==> src/rtl/alu.sv <==
// alu: 8-bit registered arithmetic/logic unit with carry, zero and result-toggle count.
//
// Ports:
//   clk      in   system clock, rising edge
//   rst_n    in   asynchronous active-low reset
//   a, b     in   8-bit unsigned operands (b unused for SHL/SHR/NOT)
//   op       in   3-bit operation select
//   y        out  registered 8-bit result
//   carry    out  registered carry-out / borrow / shifted-out bit
//   zero     out  registered flag, 1 when y == 0
//   toggles  out  registered count of y bits that changed at the last update (0..8)
//
// Every cycle out of reset loads all outputs; latency is exactly one cycle.
module alu (
    input  logic       clk,
    input  logic       rst_n,
    input  logic [7:0] a,
    input  logic [7:0] b,
    input  logic [2:0] op,
    output logic [7:0] y,
    output logic       carry,
    output logic       zero,
    output logic [3:0] toggles
);

    typedef enum logic [2:0] {
        OpAdd = 3'd0,
        OpSub = 3'd1,
        OpAnd = 3'd2,
        OpOr  = 3'd3,
        OpXor = 3'd4,
        OpShl = 3'd5,
        OpShr = 3'd6,
        OpNot = 3'd7
    } op_e;

    logic [7:0] y_d, y_q;
    logic       carry_d, carry_q;
    logic       zero_d, zero_q;
    logic [3:0] toggles_d, toggles_q;

    logic [8:0] sum;
    logic [8:0] diff;
    logic [7:0] flip;

    // 9-bit add/subtract; bit 8 of the difference is the borrow (a < b).
    assign sum  = {1'b0, a} + {1'b0, b};
    assign diff = {1'b0, a} - {1'b0, b};

    always_comb begin
        y_d     = 8'h00;
        carry_d = 1'b0;
        unique case (op_e'(op))
            OpAdd: {carry_d, y_d} = sum;
            OpSub: {carry_d, y_d} = diff;
            OpAnd: y_d = a & b;
            OpOr:  y_d = a | b;
            OpXor: y_d = a ^ b;
            OpShl: begin
                y_d     = {a[6:0], 1'b0};
                carry_d = a[7];
            end
            OpShr: begin
                y_d     = {1'b0, a[7:1]};
                carry_d = a[0];
            end
            OpNot: y_d = ~a;
            default: begin
                y_d     = 8'h00;
                carry_d = 1'b0;
            end
        endcase
    end

    assign zero_d = (y_d == 8'h00);

    // Toggle count compares against the currently registered result.
    assign flip = y_d ^ y_q;

    always_comb begin
        toggles_d = 4'd0;
        for (int i = 0; i < 8; i++) begin
            toggles_d = toggles_d + {3'b000, flip[i]};
        end
    end

    always_ff @(posedge clk or negedge rst_n) begin
        if (!rst_n) begin
            y_q       <= 8'h00;
            carry_q   <= 1'b0;
            zero_q    <= 1'b1;
            toggles_q <= 4'd0;
        end else begin
            y_q       <= y_d;
            carry_q   <= carry_d;
            zero_q    <= zero_d;
            toggles_q <= toggles_d;
        end
    end

    assign y       = y_q;
    assign carry   = carry_q;
    assign zero    = zero_q;
    assign toggles = toggles_q;

endmodule

==> config.mk <==
export PLATFORM = sky130hd
export DESIGN_NAME = alu
export DESIGN_NICKNAME = d
export VERILOG_FILES = /design/src/rtl/alu.sv
export SDC_FILE = /design/constraint.sdc
export NUM_CORES = 1
export LEC_CHECK = 0
export ABC_AREA = 1
export CORE_AREA = 2 2 75 77
export DETAILED_ROUTE_END_ITERATION = 10
export DIE_AREA = 0 0 77 79
export PLACE_DENSITY = 0.64
export SLEW_MARGIN = 5
export SYNTH_ARGS = -nofsm -noshare
export SYNTH_HDL_FRONTEND = slang
export SYNTH_SLANG_ARGS = --single-unit
==> constraint.sdc <==
create_clock -name clk -period 3.54 [get_ports clk]
set_input_delay 0.531 -clock clk [delete_from_list [all_inputs] [get_ports clk]]
set_output_delay 0.531 -clock clk [all_outputs]
set_load 0.02 [all_outputs]
==> results of run 1 <==
## placed cells by master (no fill, tap or decap), types with 2 or more instances in the layout
cell             instances
inv_1                   43
nor3_1                   2
o21ai_1                  4
nand4_1                 11
a21oi_1                  7
o21ai_0                  8
nor2_4                   2
fa_2                     2
dlymetal6s2s_1           5
inv_2                   21
nand3_2                  7
clkbuf_2                 4
dlygate4sd2_1            2
buf_6                    2
ha_1                    18
xor2_1                   5
dfrtp_1                 13
o22ai_1                  3
xnor2_1                  4
a21oi_2                  3
ha_4                     7
nor2_1                  20
nand3_1                 21
o211ai_1                 2
clkbuf_8                 4
buf_4                   84
nand2_1                 68
ha_2                     2
o221ai_1                 2
inv_4                    2
nor2_2                   4
clkdlybuf4s50_1         21
nand2_2                  7
xnor2_2                  2
fa_1                     4
## logic make-up (layout without fill, tap and decap cells)
family	after synthesis	in the layout	synth area share
simple gates	145	145	0.323
buf+inv	71	190	0.139
compound gates	34	34	0.0948
fa+ha+maj	33	33	0.224
flops	14	14	0.172
xor+xnor	11	11	0.0471
## worst max-delay path, delay by kind of cell
| family | cells | cell delay, ns |
|---|---|---|
| and+or+nand+nor | 4 | 0.35 |
| xor gates and xnor gates | 2 | 0.34 |
| buffers and inverters | 7 | 0.57 |
| adders and majority gates | 6 | 2.28 |
## synth_stat cells
library cell / n
nand2_1: 74
inv_1: 61
ha_1: 27
nand3_1: 25
nor2_1: 23
dfrtp_1: 13
nand4_1: 11
a21oi_1: 10
o21ai_0: 9
fa_1: 6
inv_2: 6
xnor2_1: 6
xor2_1: 5
nand3_2: 4
o21ai_1: 4
o22ai_1: 4
buf_4: 3
nor2_2: 2
nor3_1: 2
o211ai_1: 2
o221ai_1: 2
a31oi_1: 1
and2_1: 1
buf_6: 1
dfstp_2: 1
nand2_2: 1
nor2_4: 1
nor3_4: 1
o21a_1: 1
o31ai_1: 1
## state kept, by name (all words and copies together) (netlist names)
| register | count |
|---|---|
| y | 8 |
| zero | 1 |
| toggles | 4 |
| carry | 1 |
## area by class of cell
cell class	instances	area [um^2]
sequential	14	352
tap	72	90.1
timing repair buffer	119	983
inverter	67	273
fill	481	1990
multi-input combinational	223	1600
clock buffer	4	55.1
## where the power goes
group / switching [mW] / internal, mW
Clock: 0.0498 / 0.0982
Combinational: 0.436 / 0.431
Sequential: 0.0175 / 0.203
Total: 0.503 / 0.732
## layer usage
layer	GRT usage	routed length (um)	part of all wire	vias to the layer above
li1	-	-	-	1208
met1	0.235	2530	0.42	1060
met2	0.389	3070	0.51	69
met3	0.0125	267	0.044	17
met4	0.0643	150	0.025	0
met5	0	0	0	-
## timing repair
action | 4_1_cts | 5_1_grt
hold buffers | 0 | 0
endpoints found under the setup margin | 4 | 4
gates resized for setup | 31 | 45
pin swaps | 17 | 26
buffers inserted | 4 | 2
## per-stage QoR
stage	utilization	setup slack (ns)	cells	hold WS (ns)
6_report	0.628	-0.392	499	0.654
2_1_floorplan	-	-0.403	308	0.235
3_3_place_gp	0.584	-1.08	490	0.670
3_5_place_dp	0.584	-1.20	490	0.667
4_1_cts	0.609	-0.586	498	0.670
5_1_grt	0.628	-0.533	499	0.698
## how the worst max path moves through the flow
stage | start | endpoint | slack (ns) | cells after the start
after floorplan | a[0] | toggles[1] | -0.40 | 19
after global placement | a[0] | toggles[1] | -1.08 | 21
after detailed placement | a[0] | toggles[1] | -1.20 | 21
after CTS | a[0] | toggles[1] | -0.59 | 21
after global routing | a[0] | toggles[1] | -0.53 | 20
final | a[0] | toggles[1] | -0.39 | 19
==> impl_results.md, run 1 <==
- Die width: 77 um
- DR vias: 2354
- Failing checks: negative setup slack
- Mean Syn Cell Area: 6.64 um^2
- CP cell instances: buf_12, buf_4, ha_2, buf_4, nand3_1, nand3_2, xor2_1, nand2_1, nand2_2, xnor2_2, fa_1, fa_1, inv_2, fa_2, inv_2, ha_4, inv_2, fa_2, inv_2
- Slew HR: 0.625
- Area post-placement: 3120 um^2
- WL per Instance: 12.1 um
- Placer Congestion: a little under 1
- Die H: between 70 and 80 um
- Crit-path slowest cell: fa_1
- DRC Markers: 0
- Synth top area cells: ha_1 (17%), dfrtp_1 (16%), nand2_1 (14%)
- Clk_skew: roughly 0.0016 ns
- Final Max Tran Viols: 0
- ANT nets after route: 0
- First-pass GRT wire length: ~10000 um
- # rows: 27
- # diodes: 0
- Lkg Pwr: between 1.5 and 2 nW
- Tot Pwr: between 1 and 1.5 mW
- Vias in the first global route: ~2300
- Tcrit/Tclk final: 1.11
- CTS Sinks: 14
- Root buffer cell: clkbuf_8
- Status: complete, but fails checks
- Post-Syn Area: approximately 2000 um^2
- Initial antenna violation count: 0
- Routed vias/inst: about 4.7
- Path depth of the worst reg2reg path: 10
- DRT iter0 DRCs: between 70 and 80
- Slack of the critical path: -0.392 ns
- RSZ-0062 raised after global routing: true
- Crit-path most repeated cell: inv_2
- GR Util All Layers: 0.200
- Fin crit period: about 3.9 ns
- R2R setup slack: approximately 0.52 ns
- Clk pin slew, worst setup/hold paths: ~0.050 ns
- Crit Path Max Fanout: 2
- H-tree levels: 1
- Final nets: around 480
- Final Cell Area: around 3400 um^2
- CP Data Required Time: between 3 and 4 ns
- Final Hold Vio Count: 0
- Core area: 5340 um^2
- Largest net degree at the start of global routing: 15
- Syn. warnings: 0
- Iteration count of the initial detailed-routing pass: 4
- Final setup viols: 3
- Synthesis-to-finish area growth: 63.8%
- Top-Level Pins: 35
- Layout cells sized above 1: 0.375
- Startpoint type of the worst setup path: primary input
- Detailed placer's ending HPWL: approximately 5200 um
- Syn Nets: 362
- Leading area contributor after synthesis: ha_1
- Syn Inst Count: just over 300
- Number of synthesized register bits: 14
- Max Clk Rate: 254 MHz
- RR Startpoint: y[0]
- CTS max path bufs: 2
- Worst IR Drop VDD: roughly 0.0004 V
- Final wirelength: between 6000 and 7000 um
- MaxCap Viol Count: 0
- Port buffer count: 34
- Seq/Total Area, Yosys: 0.172
- Crit. End Element: flop
- Worst Setup Path Type: primary input to flop
- Yosys cell types: 30
- Share of Yosys cell area claimed by the top area cell type: 0.165
- Cts bufs inserted: 3
- Slew @ Worst Pin: about 0.56 ns
- Grt ovf: 0
- Die area: about 6000 um^2
- P per Cell Area: around 370 nW/um^2
- Reg2reg end: toggles[1]
- Crit path largest cell delay: 0.52 ns
- Clk Latency, worst-skew pair: ~0.24 ns
- Setup TNS: -0.850 ns
- Critical Path AT: approximately 4.1 ns
- Initial Utilization: 0.383
- CTS tree: yes
- Worst Hold Class: primary input to async pin
Note: power is estimated with default switching activity, not from simulation.
==> run 2, diff against run 1 <==
==> constraint.sdc (replaced) <==
create_clock -name clk -period 3.54 [get_ports clk]
set_input_delay 0.354 -clock clk [delete_from_list [all_inputs] [get_ports clk]]
set_output_delay 0.354 -clock clk [all_outputs]
set_load 0.02 [all_outputs]
==> run 2 against run 1 <==
  * Fmax is 5.3% higher
  * Critical endpoint unchanged
  * The flow still finishes with violations (negative setup slack)
  * Flip-flop and latch count unchanged
  * Combinational power decreased by 3.8%
  * Clock-buffer cell count is the same
  * First-iteration DRC count decreased by 36%
  * Core utilization is 0.23 points lower
  * Design area fell by 0.37%
  * Largest power group unchanged
  * Sequential power is essentially flat
==> impl_results.md, run 2 (same netlist as run 1, synthesis figures left out) <==
- Vias in the first global route: 2282 (+1.2%)
- GR Layer Usage met2: 0.381 (-0.00789)
- Final nets: 481 (-0.21%)
- Iteration count of the initial detailed-routing pass: 4 (unchanged)
- Placer Congestion: 0.916 (-6.0%)
- Failing checks: negative setup slack
- Synthesis-to-finish area growth: 63.2%
- Pint: 0.695 mW (-5.0%)
- GR met3 Demand/Resource: 0.0170 (+0.00455)
- Final Max Tran Viols: 0 (unchanged)
- MaxCap Viol Count: 0 (unchanged)
- Lkg Pwr: 1.79 nW (-0.71%)
- Cts bufs inserted: 3 (unchanged)
- First-pass GRT wire length: 10100 um (+1.9%)
- Switching Share: 0.414 (+0.00629)
- WL per Instance: 12.1 um (+0.22%)
- CTS Sinks: 14 (unchanged)
- Slew HR: 0.612 (-0.0135)
- Slack of the critical path: -0.195 ns (+0.196 ns)
- # rows: 27 (unchanged)
- Largest net degree at the start of global routing: 15 (unchanged)
- DR vias: 2345 (-0.38%)
- Sequential share of power: 0.186 (+0.007)
- Die width: 77 um (unchanged)
- Max Clk Rate: 268 MHz (+5.3%)
- Initial Utilization: 0.383 (unchanged)
- Slew @ Worst Pin: 0.581 ns (+0.0202 ns)
- Final Cell Area: 3340 um^2 (-0.37%)
- GR Layer Usage met1: 0.251 (+0.0159)
- Comb pwr share: 0.703 (+0.002)
- H-tree levels: 1 (unchanged)
- Clk_skew: 0.00337 ns (+0.00176 ns)
- DRC Markers: 0 (unchanged)
- Inst Count DP: 488 (-0.41%)
- Clock share of power: 0.111 (-0.009)
- Core area: 5340 um^2 (unchanged)
- Clk Latency, worst-skew pair: 0.24 ns (about the same)
- Fin crit period: 3.74 ns (-0.196 ns)
- Grt peak-use layer: met2
- Worst Setup Path Type: primary input to flop
- Commonest cells after routing, fill and taps aside: buf_4 (82), nand2_1 (68), inv_1 (43), inv_2 (22), nor2_1 (20)
- Detailed placer's ending HPWL: 5090 um (-1.5%)
- Startpoint type of the worst setup path: primary input
- DRT iter0 DRCs: 47 (-36%)
- Crit Path Max Fanout: 4 (+2)
- Max reg flops: 8 (unchanged)
- Initial antenna violation count: 0 (unchanged)
- CP Data Required Time: 3.68 ns (about the same)
- Crit. End Element: flop
- Final Non-Filler Cells: 498 (-0.20%)
- Die H: 79 um (unchanged)
- Status: complete, but fails checks
- CTS max path bufs: 2 (unchanged)
- Die area: 6080 um^2 (unchanged)
- Critical Path AT: 3.88 ns (-0.19 ns)
- Layout cells sized above 1: 0.378 (+0.00323)
- NetSw: 0.490 mW (-2.5%)
- Worst Hold Class: primary input to async pin
- P per Cell Area: 355 nW/um^2 (-3.6%)
- Routed vias/inst: 4.71 (-0.18%)
- Final setup viols: 2 (-1)
- Tcrit/Tclk final: 1.06 (-0.0555)
- Worst IR Drop VDD: 0.000381 V (-5.2%)
- Final wirelength: 6020 um (about the same)
- GR Util All Layers: 0.205 (+0.00429)
- ANT nets after route: 0 (unchanged)
- Post-Route Hold Slack: 0.483 ns (-0.171 ns)
- Setup TNS: -0.311 ns (+0.539 ns)
- CTS tree: yes
- RSZ-0062 raised after global routing: true
- Top-Level Pins: 35 (unchanged)
- Hold buffer count at CTS: 0 (unchanged)
- Clk pin slew, worst setup/hold paths: 0.05 ns (about the same)
- Grt ovf: 0 (unchanged)
- Area post-placement: 3130 um^2 (+0.24%)
- Final Hold Vio Count: 0 (unchanged)
- Fillers: 515 (+7.1%)
- # diodes: 0 (unchanged)
- Port buffer count: 34 (unchanged)
- Most common cell after layout, fill and taps aside: buf_4
- Root buffer cell: clkbuf_8
==> run 2: cell types whose count changed in the layout (fill, tap and decap cells not counted), sizes merged <==
cell	change
dlygate4sd2	+2
clkdlybuf4s15	+1
buf	+1
clkbuf	-2
clkdlybuf4s50	-2
dlymetal6s2s	-1
==> run 2: stage by stage <==
step / util / setup slack (ns) / power (mW)
after floorplan: - / -0.239 / 0.667
after global placement: 0.586 / -0.924 / 0.950
after detailed placement: 0.586 / -0.994 / 0.988
after CTS: 0.608 / -0.320 / 1.15
after global routing: 0.625 / -0.344 / 1.30
final: 0.625 / -0.195 / 1.19
==> run 2: worst max-delay path, stage by stage <==
cell     delay, ns
buf_2         0.11
buf_6         0.12
buf_4         0.13
ha_4          0.15
a21oi_2       0.14
nand2_1       0.08
nand2_1       0.08
nand3_2       0.07
nand2_2       0.08
nand2_2       0.07
xnor2_2       0.18
fa_1          0.46
fa_1          0.51
inv_2         0.04
fa_1          0.46
inv_1         0.07
ha_2          0.17
inv_2         0.04
fa_2          0.52
inv_2         0.03
==> run 2: power groups by stage <==
| stage | Sequential [mW] | Combinational, mW | Clock [mW] |
|---|---|---|---|
| final | 0.221 | 0.834 | 0.131 |
| after global routing | 0.225 | 0.930 | 0.141 |
| after CTS | 0.221 | 0.796 | 0.132 |
| after detailed placement | 0.224 | 0.764 | 0 |
| after global placement | 0.222 | 0.728 | 0 |
| after floorplan | 0.266 | 0.401 | 0 |
==> run 2: what timing repair did <==
item                                    4_1_cts  5_1_grt
endpoints found under the setup margin        4        4
resized for setup                            45       34
buffers inserted                              4        3
pin swaps                                    18       23
==> run 2: metal layers <==
layer	routed length, um	share of wire
met5	0	0
met3	187	0.031
met4	107	0.018
met1	2660	0.44
met2	3070	0.51
==> run 2: final cells by class <==
cell class	count	area, um^2	share of cell area
multi-input cells	223	1600	0.479
repair buffers	118	983	0.295
flip-flops and latches	14	352	0.105
inverters	67	270	0.0810
well taps	72	90.1	0.0270
clock buffers	4	45.0	0.0135
==> run 2: worst paths after layout <==
| path | start | to | slack, ns | cells past startpoint |
|---|---|---|---|---|
| min | rst_n | y[1] | 0.48 | 1 |
| min reg2reg | y[2] | toggles[0] | 0.68 | 3 |
| max in group asynchronous | rst_n | y[4] | 2.68 | 1 |
| max reg2reg | y[0] | toggles[1] | 0.52 | 10 |
| max | a[1] | toggles[1] | -0.20 | 20 |
| min in group clk | y[2] | toggles[0] | 0.68 | 3 |
==> edit 1: new RTL, settings of run 2 <==
`y_q` no longer has a reset.
--- a/src/rtl/alu.sv
+++ b/src/rtl/alu.sv
@@ -88,3 +88,2 @@
         if (!rst_n) begin
-            y_q       <= 8'h00;
             carry_q   <= 1'b0;
@@ -93,3 +92,2 @@
         end else begin
-            y_q       <= y_d;
             carry_q   <= carry_d;
@@ -98,2 +96,6 @@
         end
+    end
+
+    always_ff @(posedge clk) begin
+        y_q <= y_d;
     end
Formal check against the unedited RTL: not equivalent (a bounded check fails within 4 cycles, from zero or initial values and one cycle with rst_n low).
==> edit 1 against run 2 <==
  * The flow still finishes with violations (setup timing)
  * Core utilization is 0.98 points lower
  * Total power is 2.6% lower
  * Wire length is 4.1% higher
  * Combinational power is 3.8% lower
  * Clock skew is 0.96 ps lower
  * Sequential cell count stayed put
  * Design area is 1.6% lower
  * Area after synthesis is 2.0% lower
  * Setup slack worse by 77 ps
  * Largest cell class unchanged
  * Highest routed layer unchanged
==> edit 1: results <==
set metrics [dict create \
    finish.net_count 483 \
    vias 2390 \
    first_global_vias 2334 \
    fillCellCount 526 \
    outcome "complete, but fails checks" \
    report.final.setup_viol 2 \
    place.gp.congestion 0.9247 \
    totalNegativeSetupSlack_ps -466.0 \
    synth_compound_area_frac 0.09669 \
    estimated_wirelength_of_the_detail_placed_design_mm 5.160 \
    tightest_slew_ps 269.5 \
    place.detailed.instances 483 \
    detail_route.wirelength_mm 6.269 \
    critPathSlowestCell "sky130_fd_sc_hd__fa_1" \
    main_area_contributors_after_synthesis "sky130_fd_sc_hd__ha_1 (17%), sky130_fd_sc_hd__nand2_1 (14%), sky130_fd_sc_hd__inv_1 (11%)" \
    drt_first_iter_violations 83 \
    worst_r2r_startpoint "y[0]$_DFF_P_" \
    post_synth_fa_ha_maj_area_fraction 0.2283 \
    postPlaceCellArea_mm2 0.003035 \
    leakagePower_nw 1.764 \
    netSwitchingFraction 0.4109 \
    postSynth.asyncResetShare 0.4286 \
    synth_xor_xnor_area_share 0.04803 \
    synth_seq_area_share 0.1553 \
    yosys_most_used_dff "sky130_fd_sc_hd__dfxtp_1" \
    setup_slack_ps -272.1 \
    share_of_post_route_cells_with_drive_strength_above_1 0.3738 \
    violations "setup timing" \
]
edit 1: cell types whose count changed after synthesis, sizes merged:
cell   delta
dfxtp     +8
dfrtp     -8
edit 1: power groups by stage:
stage | Clock (mW) | Combinational (mW) | Sequential [mW]
floorplan | 0 | 0.400 | 0.266
global placement | 0 | 0.716 | 0.222
detailed placement | 0 | 0.748 | 0.225
CTS | 0.135 | 0.784 | 0.223
global route | 0.142 | 0.884 | 0.226
finish | 0.132 | 0.802 | 0.222
edit 1: what timing repair did:
item                       in CTS  in global routing
setup buffers                  11                  3
setup endpoints to repair       4                  4
resized for setup              39                 32
pin swaps                      18                 24
edit 1: final cells by class:
type | instances | area [um^2] | area share
flip-flops and latches | 14 | 311.5 | 0.09482
inverters | 67 | 270.3 | 0.08225
clock buffers | 4 | 45.04 | 0.01371
well taps | 72 | 90.09 | 0.02742
multi-input cells | 223 | 1587 | 0.4829
repair buffers | 120 | 982.2 | 0.2989
edit 1: per-layer routing:
| metal | GRT usage | share of wire | wire length, um | vias to the layer above |
|---|---|---|---|---|
| li1 | - | - | - | 1212 |
| met3 | 0.01364 | 0.039 | 242 | 15 |
| met4 | 0.08036 | 0.024 | 150 | 0 |
| met1 | 0.2410 | 0.42 | 2651 | 1093 |
| met2 | 0.4000 | 0.51 | 3224 | 70 |
| met5 | 0 | 0 | 0 | - |
edit 1: cell families after synthesis:
group	Yosys count
adders and majority gates	33
and+or+nand+nor	145
xor gates and xnor gates	11
buffers and inverters	71
AOI/OAI and AO/OA	34
DFF	14
edit 1: critical path, delay by kind of cell:
family	cells	cell delay (ps)
buffers and inverters	8	420
AND/OR/NAND/NOR	4	370
XOR/XNOR	1	110
adder cells (fa/ha/maj)	7	2670
==> edit 2: new RTL, config.mk and constraints of run 2 <==
Without the edit above. The output `toggles` loses its register stage (`toggles_q` becomes a continuous assignment).
--- a/src/rtl/alu.sv
+++ b/src/rtl/alu.sv
@@ -91,3 +91,2 @@
             zero_q    <= 1'b1;
-            toggles_q <= 4'd0;
         end else begin
@@ -96,5 +95,6 @@
             zero_q    <= zero_d;
-            toggles_q <= toggles_d;
         end
     end
+
+    assign toggles_q = toggles_d;
 
Formal check against the unedited RTL: not equivalent (Yosys sat finds a counterexample within 4 cycles, from zero or initial values and one cycle with rst_n low).
==> edit 2 against run 2 <==
  * Via count rose by 10%
  * Area after synthesis rose by 3.2%
  * Combinational power rose by 68%
  * Sequential cell count fell by 4
  * Design area rose by 9.1%
  * Total power rose by 43%
  * The run still ends with setup timing left
  * Sequential share of layout area fell by 3.6 points
  * Wire length rose by 19%
  * Setup slack got worse by 650 ps
==> edit 2: results <==
set metrics [dict create \
    outcome "complete, but fails checks" \
    violations "setup timing" \
    maximum_number_of_pins_on_one_net_before_global_route_repair 14 \
    non_clock_buffer_instance_count_of_the_final_layout 145 \
    setup_slack_ps -849.3 \
    track_usage 0.2358 \
    timing.critical_path.fanout_max 3 \
    place.detailed.instances 500 \
    grt_pass1_wl_mm 11.53 \
    power.ir.vdd_worst_v 0.001005 \
    syn_avg_cell_area_um2 6.726 \
    finish.net_count 508 \
    nonClockInverterCount 64 \
    tightest_slew_ps 452.3 \
    multi_input_gate_share_of_total_cell_area 0.4785 \
    seq_cell_count 10 \
    area.sequential_um2 251.5 \
    netlist-cell-type-count 34 \
    crit_arrival_ps 4040 \
    switching_power_uw 733.0 \
    synth_seq_area_share 0.1191 \
    drt_first_iter_violations 112 \
    place.gp.congestion 0.9527 \
    post_synth_fa_ha_maj_area_fraction 0.2168 \
    report.final.setup_viol 4 \
    detail_route.wirelength_mm 7.172 \
    clk_share 0.01512 \
    leakagePower_nw 1.905 \
    largest_register_ff_count 8 \
    synth_compound_area_frac 0.09597 \
    synthesis.yosys.warnings 0 \
    synth_xor_xnor_area_share 0.03732 \
    synth.net_count 368 \
    timing.hold.ws_ps 421.4 \
    vias 2591 \
    main_area_contributors_after_synthesis "sky130_fd_sc_hd__ha_1 (16%), sky130_fd_sc_hd__dfrtp_1 (11%), sky130_fd_sc_hd__nand2_1 (11%)" \
    estimated_wirelength_of_the_detail_placed_design_mm 5.604 \
    power.density_cell_area_mw_per_mm2 466.0 \
    multi_input_cells 230 \
    wl_per_cell_um 13.66 \
    first_global_vias 2546 \
    fillCellCount 490 \
    layout.nonclk_buf_frac 0.3387 \
    synth_top_area_frac 0.1600 \
]
==> edit 2: layer usage <==
metal	global-route usage	routed length [um]
met4	0.07500	183
met2	0.4316	3646
met1	0.2951	3050
met5	0	0
met3	0.01818	292
==> edit 2: how the worst max path moves through the flow <==
| stage | end | slack [ps] | depth (start not counted) | startpoint |
|---|---|---|---|---|
| floorplan | toggles[2] | -550 | 19 | a[0] |
| global placement | toggles[2] | -1720 | 22 | a[0] |
| detailed placement | toggles[2] | -1800 | 22 | a[0] |
| CTS | toggles[1] | -1130 | 22 | a[0] |
| global route | toggles[2] | -1050 | 20 | a[4] |
| finish | toggles[2] | -850 | 19 | a[1] |
==> edit 2: metrics by stage <==
step / util / power [mW] / cell area, um^2 / TNS (ps) / worst slack [ps]
floorplan: - / 0.9093 / 2211 / -1273 / -550.9
global placement: 0.6071 / 1.323 / 3241 / -6081 / -1721
detailed placement: 0.6071 / 1.361 / 3241 / -6288 / -1798
CTS: 0.6423 / 1.642 / 3428 / -3879 / -1130
global route: 0.6824 / 1.828 / 3642 / -3553 / -1048
finish: 0.6824 / 1.697 / 3642 / -2800 / -849.3
==> edit 2: worst max-delay path, cell delays in order <==
cell and delay [ps]:
sky130_fd_sc_hd__buf_4 130, sky130_fd_sc_hd__buf_4 130, sky130_fd_sc_hd__fa_1 520, sky130_fd_sc_hd__inv_1 40, sky130_fd_sc_hd__o21ai_1 110, sky130_fd_sc_hd__nor2_1 50
sky130_fd_sc_hd__nand2_1 70, sky130_fd_sc_hd__nand2_2 90, sky130_fd_sc_hd__xnor2_2 170, sky130_fd_sc_hd__fa_1 450, sky130_fd_sc_hd__fa_1 510, sky130_fd_sc_hd__inv_2 40
sky130_fd_sc_hd__fa_2 410, sky130_fd_sc_hd__inv_2 70, sky130_fd_sc_hd__ha_4 130, sky130_fd_sc_hd__inv_2 40, sky130_fd_sc_hd__fa_2 420, sky130_fd_sc_hd__xnor2_4 180
sky130_fd_sc_hd__buf_6 140
==> edit 2: logic make-up (layout without fill, tap and decap cells) <==
logic type,after synthesis,count (layout)
and+or+nand+nor,152,152
buffers and inverters,74,213
AOI/OAI and AO/OA,36,36
adders and majority gates,33,33
DFF,10,10
xor gates and xnor gates,9,9
==> edit 2: power groups by stage <==
stage | Combinational (mW) | Sequential, mW | Clock, mW
6_report | 1.40 | 0.142 | 0.150
2_1_floorplan | 0.748 | 0.161 | 0
4_1_cts | 1.35 | 0.141 | 0.150
3_5_place_dp | 1.22 | 0.143 | 0
5_1_grt | 1.53 | 0.144 | 0.159
3_3_place_gp | 1.18 | 0.143 | 0
==> edit 2: what timing repair did <==
item / 4_1_cts / 5_1_grt
buffers inserted: 10 / 10
cloned: 0 / 2
pin swaps: 18 / 26
resized for setup: 52 / 49
endpoints found under the setup margin: 4 / 4
